[src/rtl/ram_arbiter.sv]
`default_nettype none
// ============================================================================
// Module   : ram_arbiter
// Purpose  : Round-robin arbiter that serializes per-core byte read/write
//            requests onto the single RAM controller port, with a per-access
//            ack timeout and a one-cycle completion pulse to the winner.
// Revision : 1.0 - initial release
// ============================================================================
module ram_arbiter #(
  parameter int CORES   = 4,
  parameter int TIMEOUT = 255
) (
  input  logic                  CLK,
  input  logic                  RST,
  input  logic [CORES-1:0]      ARB_Req,
  input  logic [CORES-1:0]      ARB_We,
  input  logic [16*CORES-1:0]   ARB_Addr,
  input  logic [8*CORES-1:0]    ARB_WData,
  output logic [CORES-1:0]      ARB_Done,
  output logic                  ARB_Err,
  output logic [7:0]            ARB_RData,
  output logic [CORES-1:0]      ARB_Owner,
  output logic [15:0]           RAM_RdAddr,
  output logic                  RAM_RdReq,
  input  logic                  RAM_RdAck,
  input  logic [7:0]            RAM_RdData,
  output logic [15:0]           RAM_WrAddr,
  output logic [7:0]            RAM_WrData,
  output logic                  RAM_WrReq,
  input  logic                  RAM_WrAccess
);

  localparam int IW    = (CORES > 1) ? $clog2(CORES) : 1;
  localparam int SUM_W = IW + 1;

  typedef enum logic [1:0] {
    IDLE  = 2'd0,
    READ  = 2'd1,
    WRITE = 2'd2,
    DONE  = 2'd3
  } state_t;

  state_t            state;
  state_t            state_nx;

  logic [IW-1:0]     rr_ptr;
  logic [IW-1:0]     owner;
  logic              we_l;
  logic [15:0]       addr_l;
  logic [7:0]        wdata_l;
  logic [7:0]        rdata_l;
  logic [7:0]        tmo_cnt;
  logic              err_l;

  logic [2*CORES-1:0] req_dbl;
  logic [CORES-1:0]   req_rot;
  logic [IW-1:0]      grant_off;
  logic [SUM_W-1:0]   grant_sum;
  logic [IW-1:0]      grant_idx;
  logic               grant_vld;
  logic               grant_we;
  logic [15:0]        grant_addr;
  logic [7:0]         grant_wdata;
  logic               tmo_hit;
  logic [IW-1:0]      rr_next;
  logic [CORES-1:0]   owner_oh;

  // Last cycle of the wait window: the access is aborted if no ack arrives now.
  assign tmo_hit  = (tmo_cnt == 8'(TIMEOUT - 1));
  assign rr_next  = (owner == IW'(CORES - 1)) ? '0 : owner + IW'(1);
  assign owner_oh = CORES'(1) << owner;

  // Rotate requests so rr_ptr sits at bit 0, pick the lowest set bit, then
  // map the offset back to a core index and select that core's operands.
  always_comb begin
    req_dbl     = {ARB_Req, ARB_Req} >> rr_ptr;
    req_rot     = req_dbl[CORES-1:0];
    grant_vld   = |req_rot;
    grant_off   = '0;
    for (int k = CORES - 1; k >= 0; k--) begin
      if (req_rot[k]) grant_off = IW'(k);
    end
    grant_sum = {1'b0, rr_ptr} + {1'b0, grant_off};
    if (grant_sum >= SUM_W'(CORES)) grant_sum = grant_sum - SUM_W'(CORES);
    grant_idx   = grant_sum[IW-1:0];
    grant_we    = 1'b0;
    grant_addr  = 16'h0000;
    grant_wdata = 8'h00;
    for (int i = 0; i < CORES; i++) begin
      if (grant_idx == IW'(i)) begin
        grant_we    = ARB_We[i];
        grant_addr  = ARB_Addr[16*i +: 16];
        grant_wdata = ARB_WData[8*i +: 8];
      end
    end
  end

  // FSM state register.
  always_ff @(posedge CLK) begin
    if (RST) state <= IDLE;
    else     state <= state_nx;
  end

  // Next-state logic; acks only count in their matching state.
  always_comb begin
    state_nx = state;
    case (state)
      IDLE:    if (grant_vld) state_nx = grant_we ? WRITE : READ;
      READ:    if (RAM_RdAck || tmo_hit) state_nx = DONE;
      WRITE:   if (RAM_WrAccess || tmo_hit) state_nx = DONE;
      DONE:    state_nx = IDLE;
      default: state_nx = IDLE;
    endcase
  end

  // Transaction registers: latched at grant, updated while waiting for the RAM.
  always_ff @(posedge CLK) begin
    if (RST) begin
      rr_ptr  <= '0;
      owner   <= '0;
      we_l    <= 1'b0;
      addr_l  <= 16'h0000;
      wdata_l <= 8'h00;
      rdata_l <= 8'h00;
      tmo_cnt <= 8'h00;
      err_l   <= 1'b0;
    end else begin
      case (state)
        IDLE: begin
          if (grant_vld) begin
            owner   <= grant_idx;
            we_l    <= grant_we;
            addr_l  <= grant_addr;
            wdata_l <= grant_wdata;
            rdata_l <= 8'h00;
            tmo_cnt <= 8'h00;
            err_l   <= 1'b0;
          end
        end
        READ: begin
          if (RAM_RdAck) begin
            rdata_l <= RAM_RdData;
            err_l   <= 1'b0;
          end else if (tmo_hit) begin
            rdata_l <= 8'h00;
            err_l   <= 1'b1;
          end else begin
            tmo_cnt <= tmo_cnt + 8'h01;
          end
        end
        WRITE: begin
          if (RAM_WrAccess) begin
            err_l <= 1'b0;
          end else if (tmo_hit) begin
            err_l <= 1'b1;
          end else begin
            tmo_cnt <= tmo_cnt + 8'h01;
          end
        end
        DONE: begin
          rr_ptr <= rr_next;
        end
        default: ;
      endcase
    end
  end

  // Outputs are decoded purely from registered state.
  assign ARB_Owner  = (state == IDLE) ? '0 : owner_oh;
  assign ARB_Done   = (state == DONE) ? owner_oh : '0;
  assign ARB_Err    = (state == DONE) && err_l;
  assign ARB_RData  = ((state == DONE) && !we_l) ? rdata_l : 8'h00;
  assign RAM_RdReq  = (state == READ);
  assign RAM_RdAddr = (state == READ) ? addr_l : 16'h0000;
  assign RAM_WrReq  = (state == WRITE);
  assign RAM_WrAddr = (state == WRITE) ? addr_l : 16'h0000;
  assign RAM_WrData = (state == WRITE) ? wdata_l : 8'h00;

endmodule
`default_nettype wire

[config.mk]
export PLATFORM = sky130hd
export DESIGN_NAME = ram_arbiter
export DESIGN_NICKNAME = d
export VERILOG_FILES = /design/src/rtl/ram_arbiter.sv
export SDC_FILE = /design/constraint.sdc
export NUM_CORES = 1
export LEC_CHECK = 0
export CORE_AREA = 2 2 105 107
export CTS_CLUSTER_SIZE = 10
export DETAILED_ROUTE_END_ITERATION = 10
export DIE_AREA = 0 0 107 109
export HOLD_SLACK_MARGIN = 0.06
export PLACE_DENSITY = 0.74
export SYNTH_ARGS = -nofsm -noshare
export SYNTH_HDL_FRONTEND = slang
export SYNTH_SLANG_ARGS = --single-unit
[constraint.sdc]
create_clock -name CLK -period 3 [get_ports CLK]
set_input_delay 0.45 -clock CLK [delete_from_list [all_inputs] [get_ports CLK]]
set_output_delay 0.45 -clock CLK [all_outputs]
set_load 0.01 [all_outputs]
==> impl_metrics.ini <==
[sta]
hold_viol = 0
achievable_freq_ghz = 0.3552
maxSlewViolCount = 0
slew_headroom = 0.2333
finalWorstPathRequiredPeriod_ns = 2.815
final_min_period_over_clock_period = 0.9384
finalSetupViolCount = 0
max_slew.worst_pin.slew_ns = 1.149
fin_hold_ws_ns = 0.4594
rsz_0062_raised_after_global_routing = false
final_setup_skew_ns = 0.009507

[critical_path]
critPathSlowestCell = sky130_fd_sc_hd__ha_1
timing.critical_path.to_type = output port
worst-path-max-fanout = 15
timing.critical_path.cells = inv_1 -> ha_1 -> buf_4 -> and2_1 -> clkdlybuf4s50_1
worstPathBufferInverterCount = 3
timing.critical_path.max_delay_family = buffers and inverters
worst-setup-path-type = flop to output port
crit_path_start_kind = flop
data_required_critical_path_ns = 2.55
timing.critical_path.slowest_cell_delay_ns = 0.63
worst-endpoint-arrival_ns = 2.37

[clocking]
clock_tree.buffer_depth = 2
postCtsResizedCells = 0
cts_num_sinks = 48
cts_tree = yes
cts-buffers-inserted = 5
clkTransAtPathRegs_ns = 0.10
ctsHtreeMaxLevel = 2
worstSkewPairLatency_ns = 0.31
cts_root_buf = sky130_fd_sc_hd__clkbuf_8
post-cts-setup-buffer-count = 0
cts_hold_buffers = 0

[synth]
synthesis.nets = 676
ys_warn_count = 0
synth_cells = 549
synth.area.top_cells = sky130_fd_sc_hd__dfxtp_1 (23%), sky130_fd_sc_hd__mux2i_1 (12%), sky130_fd_sc_hd__o21ai_0 (9.2%)
synth_top_cells_by_count = sky130_fd_sc_hd__o21ai_0 (76), sky130_fd_sc_hd__nand2_1 (59), sky130_fd_sc_hd__and2_1 (56), sky130_fd_sc_hd__mux2i_1 (50), sky130_fd_sc_hd__dfxtp_1 (48)
netlist_area_um2 = 4126
async_flop_share = 0
postSynthAreaPerCell_um2 = 7.516
top_ff_cell_synth = sky130_fd_sc_hd__dfxtp_1
synth.largest_area_cell = sky130_fd_sc_hd__dfxtp_1
synth_largest_type_area_fraction = 0.2329
synth_sequential_area_ratio = 0.2329
yosys.cell_count.top_type = sky130_fd_sc_hd__o21ai_0
count_of_flip_flops_with_a_built_in_enable_after_synthesis = 0
count_of_unique_library_cells_instantiated_by_yosys = 46
number_of_storage_elements_in_the_synthesis_netlist = 48

[pwr]
total_power_uw = 4057
peak_vdd_ir_mv = 0.3401
power.leakage_uw = 0.002343
p_per_area_nw_per_um2 = 649.9

[die]
i_o_pin_cnt = 175
num_rows = 38
core_region_area_um2 = 10600
width_of_the_die_um = 107
die-height_um = 109
initial_core_util = 0.3892
die_area_um2 = 11660

[route]
drt-total-wl_um = 13710
routedWlPerCell_um = 16.21
drc = 0
detail_route.iter0.violations = 239
num_vias = 4689
drt_pre_antenna_iters = 4
vias_per_cell = 5.543
ant_nets = 0

[grt]
globalRouteTotalUtil = 0.2323
grt_pass1_wl_um = 21740
grt_antenna_before_repair = 0
gr-total-overflow = 0
first_global_vias = 4503
grt_max_degree = 53

[cells_and_area]
finalCoreUtilization = 0.5889
drive_above_1_share = 0.06232
layout-area-overhead-vs-synth_pct = 51.30
instances_no_fill = 846
num_antenna_cells = 0
final_nets = 832

[place]
place.detailed.instances = 838
final_wtd_congestion = 0.9047
port-buffer-count = 174
dp.final_hpwl_um = 10390

[status]
outcome = finished, final reports clean

[flow_run]
drv_cap = 0

[hold_path]
hold_class = flop to flop
==> power by group <==
group | total (uW) | internal (uW) | switching, uW
sequential | 1020 | 858 | 163
clock | 585 | 336 | 249
combinational | 2450 | 1210 | 1240
total | 4060 | 2410 | 1650
==> state kept, by name, indices dropped and copies added, names as in the netlist <==
signal and cells:
addr_l 16, err_l 1, owner 2, rdata_l 8
rr_ptr 2, state 2, tmo_cnt 8, wdata_l 8
we_l 1
==> metal layers <==
layer / up-vias / global-route usage / part of all wire
met3: 17 / 0.03646 / 0.062
met4: 0 / 0.08256 / 0.019
met2: 200 / 0.4236 / 0.50
met5: - / 0 / 0
li1: 2294 / - / -
met1: 2178 / 0.2763 / 0.42
==> metrics by stage <==
stage,cell area [um2],setup TNS [ns],setup slack [ns]
floorplan,4130,0,0.1003
global placement,6102,-2.109,-0.1056
detailed placement,6102,-3.333,-0.1428
CTS,6240,0,0.1748
global route,6243,0,0.01482
finish,6243,0,0.1849
==> kinds of logic after synthesis <==
group / synth area share
multiplexers: 0.1295
adder cells (fa/ha/maj): 0.03335
flip-flops: 0.2329
buffers and inverters: 0.06640
AO/OA/AOI/OAI: 0.2884
XOR/XNOR: 0.01486
AND/OR/NAND/NOR: 0.2347
==> worst paths after layout <==
| kind | slack, ns | to | cells past startpoint | startpoint |
|---|---|---|---|---|
| hold reg to reg | 0.46 | rdata_l[1] | 2 | rdata_l[1] |
| setup reg to reg | 0.50 | addr_l[1] | 11 | rr_ptr[0] |
| hold / removal | 0.46 | rdata_l[1] | 2 | rdata_l[1] |
| setup / recovery | 0.18 | RAM_WrAddr[5] | 5 | state[0] |
==> cells in the final DEF (no fill, tap or decap), types with 6 or more instances in the layout <==
cell type / instances
sky130_fd_sc_hd__ha_1: 10
sky130_fd_sc_hd__inv_1: 10
sky130_fd_sc_hd__clkdlybuf4s50_1: 174
sky130_fd_sc_hd__mux2i_1: 50
sky130_fd_sc_hd__buf_12: 6
sky130_fd_sc_hd__buf_4: 19
sky130_fd_sc_hd__o211ai_1: 23
sky130_fd_sc_hd__o21a_1: 25
sky130_fd_sc_hd__o21ai_0: 75
sky130_fd_sc_hd__nand2_1: 59
sky130_fd_sc_hd__a32o_1: 25
sky130_fd_sc_hd__and2_1: 56
sky130_fd_sc_hd__nor2_1: 22
sky130_fd_sc_hd__dfxtp_1: 48
sky130_fd_sc_hd__a21oi_1: 12
sky130_fd_sc_hd__nand3_1: 34
==> final cells by class <==
class	count	area (um2)
Clock buffer	5	68.82
Timing Repair Buffer	200	2016
Fill cell	921	4359
Tap cell	140	175.2
Clock inverter	3	68.82
Inverter	10	37.54
Multi-Input combinational cell	440	2917
Sequential cell	48	960.9
==> worst register-to-register path, cell delays in order, from the launching register on <==
cell	delay (ns)
sky130_fd_sc_hd__dfxtp_1	0.34
sky130_fd_sc_hd__and2b_1	0.17
sky130_fd_sc_hd__a221oi_1	0.24
sky130_fd_sc_hd__a31oi_1	0.08
sky130_fd_sc_hd__a211o_1	0.28
sky130_fd_sc_hd__ha_4	0.17
sky130_fd_sc_hd__xnor2_2	0.19
sky130_fd_sc_hd__buf_6	0.19
sky130_fd_sc_hd__buf_12	0.19
sky130_fd_sc_hd__o21ai_0	0.13
sky130_fd_sc_hd__o21a_1	0.18
sky130_fd_sc_hd__a32o_1	0.23
(Power assumes the default switching activity.)
